File: src/rtl/riscv_pkg.sv
// Shared RV core definitions: address width, fetch constants and the fetch queue entry.
package riscv_pkg;

   localparam int ALEN          = 32;
   localparam int IF_FIFO_DEPTH = 2;
   localparam int IF_FIFO_CNT_W = $clog2(IF_FIFO_DEPTH + 1);

   localparam logic [31:0] NOP_INSTR = 32'h0000_0013;

   typedef struct packed {
      logic [ALEN-1:0] pc;
      logic [31:0]     instr;
   } fetch_entry_t;

   function automatic logic [ALEN-1:0] word_align(input logic [ALEN-1:0] addr);
      return {addr[ALEN-1:2], 2'b00};
   endfunction

endpackage

File: src/rtl/fetch_fifo.sv
// Small synchronous FIFO of {pc, instr} pairs between the ROM and decode, with a flush.
module fetch_fifo
   import riscv_pkg::*;
(
   input  logic                     clk,
   input  logic                     rst_n,
   input  logic                     flush,
   input  logic                     push,
   input  fetch_entry_t             wr_data,
   input  logic                     pop,
   output fetch_entry_t             rd_data,
   output logic                     full,
   output logic                     empty,
   output logic [IF_FIFO_CNT_W-1:0] count
);

   localparam int PTR_W = $clog2(IF_FIFO_DEPTH);

   fetch_entry_t     mem [IF_FIFO_DEPTH];
   logic [PTR_W-1:0] rd_ptr;
   logic [PTR_W-1:0] wr_ptr;
   logic             do_push;
   logic             do_pop;

   assign full    = (count == IF_FIFO_CNT_W'(IF_FIFO_DEPTH));
   assign empty   = (count == '0);
   assign do_push = push && (!full || pop);
   assign do_pop  = pop && !empty;
   assign rd_data = mem[rd_ptr];

   // NOTE: storage is deliberately not reset; the pointers and count define what is valid.
   always_ff @(posedge clk) begin
      if (do_push) begin
         mem[wr_ptr] <= wr_data;
      end
   end

   always_ff @(posedge clk) begin
      if (!rst_n || flush) begin
         rd_ptr <= '0;
         wr_ptr <= '0;
         count  <= '0;
      end else begin
         if (do_push) wr_ptr <= wr_ptr + PTR_W'(1);
         if (do_pop)  rd_ptr <= rd_ptr + PTR_W'(1);
         case ({do_push, do_pop})
            2'b10:   count <= count + IF_FIFO_CNT_W'(1);
            2'b01:   count <= count - IF_FIFO_CNT_W'(1);
            default: count <= count;
         endcase
      end
   end

endmodule

File: src/rtl/instruction_fetch.sv
// Fetch front end: owns the PC, drives the 1-cycle-latency instruction ROM and
// queues returned words for decode; redirects from execute flush everything in flight.
module instruction_fetch
   import riscv_pkg::*;
#(
   parameter logic [ALEN-1:0] RESET_PC = '0
) (
   input  logic            clk,
   input  logic            rst_n,
   input  logic            redirect_valid,
   input  logic [ALEN-1:0] redirect_pc,
   output logic            imem_en,
   output logic [ALEN-1:0] imem_addr,
   input  logic [31:0]     imem_instr,
   output logic            if_valid,
   input  logic            if_ready,
   output logic [ALEN-1:0] if_pc,
   output logic [31:0]     if_instr
);

   logic [ALEN-1:0]          pc_q;
   logic                     pend_q;
   logic [ALEN-1:0]          pend_pc_q;

   logic [ALEN-1:0]          redirect_addr;
   logic                     pop;
   logic                     push;
   logic                     credit_ok;
   logic                     issue;
   fetch_entry_t             push_entry;
   fetch_entry_t             head;
   logic                     fifo_full;
   logic                     fifo_empty;
   logic [IF_FIFO_CNT_W-1:0] fifo_count;

   assign redirect_addr = word_align(redirect_pc);
   assign pop           = if_valid && if_ready;

   // A slot is free if the queue plus the in-flight response leaves room, counting this cycle's pop.
   assign credit_ok = (3'(fifo_count) + 3'(pend_q)) < (3'(IF_FIFO_DEPTH) + 3'(pop));
   assign issue     = rst_n && (redirect_valid || credit_ok);

   assign imem_en   = issue;
   assign imem_addr = redirect_valid ? redirect_addr : pc_q;

   // The response arriving during a redirect belongs to the abandoned stream.
   assign push       = pend_q && !redirect_valid;
   assign push_entry = '{pc: pend_pc_q, instr: imem_instr};

   fetch_fifo u_fifo (
      .clk     (clk),
      .rst_n   (rst_n),
      .flush   (redirect_valid),
      .push    (push),
      .wr_data (push_entry),
      .pop     (pop),
      .rd_data (head),
      .full    (fifo_full),
      .empty   (fifo_empty),
      .count   (fifo_count)
   );

   assign if_valid = !fifo_empty;
   assign if_pc    = fifo_empty ? '0 : head.pc;
   assign if_instr = fifo_empty ? NOP_INSTR : head.instr;

   // NOTE: state registers use non-blocking assignments so every update sees pre-edge values.
   always_ff @(posedge clk) begin
      if (!rst_n) begin
         pc_q      <= RESET_PC;
         pend_q    <= 1'b0;
         pend_pc_q <= '0;
      end else if (redirect_valid) begin
         pc_q      <= redirect_addr + ALEN'(4);
         pend_q    <= 1'b1;
         pend_pc_q <= redirect_addr;
      end else if (issue) begin
         pc_q      <= pc_q + ALEN'(4);
         pend_q    <= 1'b1;
         pend_pc_q <= pc_q;
      end else begin
         pend_q    <= 1'b0;
      end
   end

   overflow_a : assert property (@(posedge clk) disable iff (!rst_n)
      !(push && fifo_full && !pop));

endmodule

File: config.mk
export PLATFORM = sky130hd
export DESIGN_NAME = instruction_fetch
export DESIGN_NICKNAME = d
export VERILOG_FILES = /design/src/rtl/riscv_pkg.sv /design/src/rtl/fetch_fifo.sv /design/src/rtl/instruction_fetch.sv
export SDC_FILE = /design/constraint.sdc
export NUM_CORES = 1
export LEC_CHECK = 0
export ABC_AREA = 1
export BUFFER_PORTS_ARGS = -buffer_cell sky130_fd_sc_hd__clkbuf_2
export CAP_MARGIN = 20
export CORE_ASPECT_RATIO = 0.9
export CORE_MARGIN = 3
export CORE_UTILIZATION = 40
export DETAILED_ROUTE_END_ITERATION = 12
export SLEW_MARGIN = 20
export SYNTH_ARGS = -nofsm -noshare
export SYNTH_HDL_FRONTEND = slang
export SYNTH_SLANG_ARGS = --single-unit
export TNS_END_PERCENT = 5
File: constraint.sdc
create_clock -name clk -period 4.6 [get_ports clk]
set_input_delay 0.46 -clock clk [delete_from_list [all_inputs] [get_ports clk]]
set_output_delay 0.46 -clock clk [all_outputs]
set_load 0.1 [all_outputs]
=== Word-level counts from Yosys, hierarchy flattened ===
Memory sizes are Yosys's and may differ from the RTL's. A register that Yosys moved wholly into a read port is not among the register bits.
Cells that the tools add are included.

* Output and inout port bits: 98
* Bits in registers: 69
* Logic and storage cells: 51
* Input port bits: 68
* Memories kept: 1
* Memory bits (writable): 128

{| class="wikitable"
|+ Memory list
! memory !! depth !! bits a word !! read ports !! clocked after Yosys merged registers in !! write ports !! line !! source
|-
| u_fifo.mem || 2 || 64 || 1 || 1 || 1 || fetch_fifo.sv:19 || <nowiki>fetch_entry_t mem [IF_FIFO_DEPTH];</nowiki>
|}

* Muxes and demuxes: 14
* Reductions and logical operators: 16
* Add/subtract/negate cells: 8
* Eq/ne operators: 3
* Bitwise logic cells: 1
* Order comparisons: 1

{| class="wikitable"
|+ Operator list
! cell !! number
|-
| $mux W32 || 7
|-
| $add A32 B3 Y32 const B || 2
|-
| $mux W1 || 6
|-
| $logic_and A1 B1 Y1 || 5
|-
| $eq A2 B2 Y1 const B || 2
|-
| $logic_not A1 Y1 || 4
|-
| $pmux W2 S2 || 1
|-
| $reduce_bool A2 Y1 || 2
|-
| $add A2 B1 Y3 || 1
|-
| $add A2 B1 Y3 const A || 1
|-
| $logic_or A1 B1 Y1 || 3
|-
| $lt A3 B3 Y1 || 1
|-
| $add A1 B1 Y1 const B || 2
|-
| $add A2 B1 Y2 const B || 1
|-
| $eq A2 B1 Y1 const B || 1
|-
| $logic_not A2 Y1 || 1
|-
| $reduce_or A2 Y1 || 1
|-
| $sub A2 B1 Y2 const B || 1
|-
| $not A1 Y1 || 1
|}

=== Depth between registers and ports, before layout ===
* Depth in word-level cells: 9
* Gate-level depth with buffers: 15
* Mapped depth without buffers: 14

=== Hierarchy ===
Synthesis repeated with hierarchy kept, for this count alone.

* Cell total of the unflattened synthesis: 957
* Area, all modules: 9405.3 um^2

{| class="wikitable"
|+ By module, submodules not included
! module !! area an instance (um^2) !! cells an instance !! seq. area each (um^2) !! times used
|-
| fetch_fifo || 5176.2 || 239 || 3943.8 || 1
|-
| instruction_fetch || 4229.1 || 718 || 1221.2 || 1
|}

=== Worst setup path after synthesis ===
OpenSTA, ideal clock, no wires.

* Path kind: input to register
* From: input redirect_valid
* To: memory u_fifo.mem[1][0] (netlist bit), enable pin
* Data arrival time: 3.684 ns
* Stages on the path: 5
* Slack: 0.432 ns
* Library setup time: 0.484 ns
* Required time: 4.116 ns
* Path buffers: 2
* Cell sequence: buf_6 -> inv_6 -> buf_6 -> o311ai_0 -> nor2_1

* Longest elaborated chain between the ends: 5

{| class="wikitable"
|+ Ends and longest elaborated chain
! item !! line !! source
|-
| start: declaration || instruction_fetch.sv:10 || <nowiki>input logic redirect_valid,</nowiki>
|-
| $logic_not A1 Y1 || instruction_fetch.sv:47 || <nowiki>assign push = pend_q && !redirect_valid;</nowiki>
|-
| $logic_and A1 B1 Y1 || instruction_fetch.sv:47 ||
|-
| $logic_and A1 B1 Y1 || fetch_fifo.sv:27 || <nowiki>assign do_push = push && (!full || pop);</nowiki>
|-
| $mux W1 || fetch_fifo.sv:33 || <nowiki>if (do_push) begin</nowiki>
|-
| $mux W1 (not written as such) || fetch_fifo.sv:34 || <nowiki>mem[wr_ptr] <= wr_data;</nowiki>
|-
| end: declaration || fetch_fifo.sv:19 ||
|}

No other way between the ends.

=== Final worst setup path ===
* From: input redirect_valid
* To: output imem_en

* Longest elaborated chain between the ends: 2

{| class="wikitable"
|+ Ends and longest elaborated chain
! item !! line !! source
|-
| $logic_or A1 B1 Y1 || instruction_fetch.sv:41 || <nowiki>assign issue = rst_n && (redirect_valid || credit_ok);</nowiki>
|-
| $logic_and A1 B1 Y1 || instruction_fetch.sv:41 ||
|-
| end: declaration || instruction_fetch.sv:12 || <nowiki>output logic imem_en,</nowiki>
|}

No other way between the ends.

==> qor.txt <==
=========================================================================================
Result of the run .......................................................... complete, no violations
Most common cell after layout, fill and taps aside ......................... sky130_fd_sc_hd__nand2_1
CP Capture Type ............................................................   output pin
Reg2Reg Depth ..............................................................           11
Number of DRC markers after the initial detailed-route iteration ...........          446
Starting density of the core ...............................................        0.408
Port bufs ..................................................................          159
Fraction of synthesized cell area in xor and xnor cells ....................       0.0103
Die footprint ..............................................................    23100 um2
Simple-Gate Fraction of Synth Area .........................................        0.256
Reported max-cap violation count ...........................................            0
Number of buffers inserted during clock tree synthesis .....................           17
Data arrival time at the worst-slack endpoint ..............................      2830 ps
Leakage power total ........................................................      4.38 nW
Highest clock rate .........................................................      304 MHz
Total vias in the final route ..............................................         6527
Count of flip-flops with a built-in enable after synthesis .................          124
Post-layout minimum cycle time .............................................      3290 ps
CTS Root Cell .............................................................. sky130_fd_sc_hd__clkbuf_16
Post-route setup TNS .......................................................         0 ps
Nets .......................................................................         1160
Count of yosys warnings during synthesis ...................................            0
Slew headroom ..............................................................        0.434
Multiplexer area fraction after synthesis ..................................            0
Synthesized instance count .................................................          945
Post-CTS repair timing setup buffer count ..................................            0
Setup repair after global routing missed its margin ........................           no
Top fanout value on the critical path ......................................           34
Classification of the worst-slack hold path ................................ primary input to flip-flop
Clock tree from TritonCTS ..................................................          yes
Min setup slack post-route .................................................      1310 ps
Overall power after layout .................................................      4.21 mW
Final hold vios ............................................................            0
Pre-CTS setup slack ........................................................      1240 ps
Fraction of the mapped netlist area in compound gates ......................       0.0773
Maximum number of pins on one net before global-route repair ...............           63
Antenna violations before repair ...........................................            0
Worst clock skew ...........................................................      13.7 ps
Req. time, crit path .......................................................      4140 ps
Clk_lat worst skew .........................................................       440 ps
Number of antenna-violating nets in the routed design ......................            0
Maximum level of the CTS H-tree ............................................            4
Post-cts hold buffer count .................................................            0
Number of inserted diodes ..................................................            0
Kind of start point of the critical path ................................... primary input
Distinct cells, synth ......................................................           30
Portion of the post-synthesis area used by sequential elements .............        0.591
Combined area of all synthesized cells .....................................     8530 um2
Number of sinks handled by clock tree synthesis ............................          190
Crit path kind ............................................................. primary input to output pin
Vias in the first global route .............................................         6174
Proportion of register bits with asynchronous set or reset after synthesis .            0
Post-detailed-routing wire length ..........................................     20100 um
Measured slew at the worst slew-check pin ..................................       849 ps
Commonest cells after routing, fill and taps aside ......................... 299 x sky130_fd_sc_hd__nand2_1, 159 x sky130_fd_sc_hd__clkbuf_2, 124 x sky130_fd_sc_hd__edfxtp_1
Cell Pwr Density ...........................................................   415 nW/um2
Core Region ................................................................    20900 um2
Maximum buffer depth of the clock tree .....................................            2
Most used flip-flop cell after synthesis ................................... sky130_fd_sc_hd__edfxtp_1
Number of register bits inferred by synthesis ..............................          190
Avg Vias per Cell ..........................................................         4.71
Mean post-synth cell area ..................................................     9.03 um2
Site Rows ..................................................................           50
Number of max-slew violations in the final report ..........................            0
Final clock period utilization by the worst path ...........................        0.716
Die Wd .....................................................................       160 um
Number of design rule violations left after detail routing .................            0
Main combinational cell family by area after synthesis ..................... simple AND/OR/NAND/NOR gates
Area share of fa/ha/maj cells after synthesis ..............................      0.00586
Num ports ..................................................................          166
Post-CTS sizing ............................................................            0
Wirelength per Cell ........................................................      14.5 um
Worst-path clk slew ........................................................        80 ps
First-pass DRT Iterations ..................................................            5
Overall fraction of global-route tracks in use .............................        0.175
Vertical extent of the die .................................................       145 um
Worst voltage drop across the vdd grid .....................................   0.000240 V
Overflow left after global routing .........................................            0
Fraction of layout instances using a drive strength above 1 ................        0.253
Area grow syn2layout .......................................................        18.9%
Hold Path Depth ............................................................            1
RD Place Congestion ........................................................        0.812
Total setup violations reported at the end of the flow .....................            0
Post-DP HPWL ...............................................................     13400 um
Global-route wire length before repair .....................................     32100 um
=========================================================================================
[per-layer routing]
layer | GRT usage | vias to the layer above | wire, um
li1 | - | 3350 | -
met1 | 0.247 | 2962 | 9940
met4 | 0.0434 | 0 | 202
met2 | 0.277 | 195 | 8770
met3 | 0.0407 | 20 | 1210
met5 | 0 | - | 0
[sequential cells by signal (all words and copies together) (netlist names), named ones only]
name	flops
pc_q	30
pend_pc_q	30
pend_q	1
u_fifo.count	2
u_fifo.mem	124
u_fifo.rd_ptr	1
u_fifo.wr_ptr	1
[cells by family after synthesis]
kind of cell / count (synthesis)
DFF: 190
other: 1
AOI/OAI and AO/OA: 130
buffers and inverters: 106
and+or+nand+nor: 504
adders and majority gates: 4
xor gates and xnor gates: 10
[where the power goes]
group          leakage [nW]  internal (mW)  switching [mW]
sequential             1.69           1.91          0.0397
clock                 0.306          0.880           0.673
combinational          2.39          0.133           0.580
total                  4.38           2.92            1.29
[per-stage QoR]
stage,util,cell area [um2],hold slack (ps),instances
6_report,0.486,10100,209,1387
5_1_grt,0.486,10100,187,1387
4_1_cts,0.486,10100,194,1387
3_5_place_dp,0.456,9520,441,1355
3_3_place_gp,0.455,9500,429,1354
2_1_floorplan,-,8550,425,948
[synthesized netlist by cell type, drive strengths merged, types with 4 or more instances]
master / n / share of area
o21ai: 56 / 0.033
clkbuf: 31 / 0.014
xor2: 7 / 0.0072
nor2: 116 / 0.059
nand3: 36 / 0.021
dfxtp: 66 / 0.15
ha: 4 / 0.0059
buf: 18 / 0.020
nand2: 349 / 0.17
edfxtp: 124 / 0.44
a21oi: 71 / 0.042
inv: 57 / 0.026
[critical path, cell delays in order]
cell	delay [ps]
sky130_fd_sc_hd__clkbuf_2	560
sky130_fd_sc_hd__inv_6	270
sky130_fd_sc_hd__nand2_1	420
sky130_fd_sc_hd__nand2_2	330
sky130_fd_sc_hd__buf_4	280
sky130_fd_sc_hd__inv_1	60
sky130_fd_sc_hd__clkbuf_2	440
[area by class of cell]
type	instances	area (um2)
Clock buffer	18	429
Tap cell	286	358
Multi-Input combinational cell	652	3010
Timing Repair Buffer	170	891
Fill cell	2029	10700
Sequential cell	190	5050
Inverter	57	219
Clock inverter	14	199
[path summary, 6_finish.rpt]
| check | from | end | slack [ps] |
|---|---|---|---|
| worst max-delay path | redirect_valid | imem_en | 1310 |
| worst max register to register | u_fifo.count[0] | pend_pc_q[31] | 1810 |
| worst min-delay path | imem_instr[26] | u_fifo.mem[1][26] | 210 |
| worst min register to register | u_fifo.rd_ptr | flip-flop | 450 |
No activity file was read; power rests on OpenSTA's default activity.
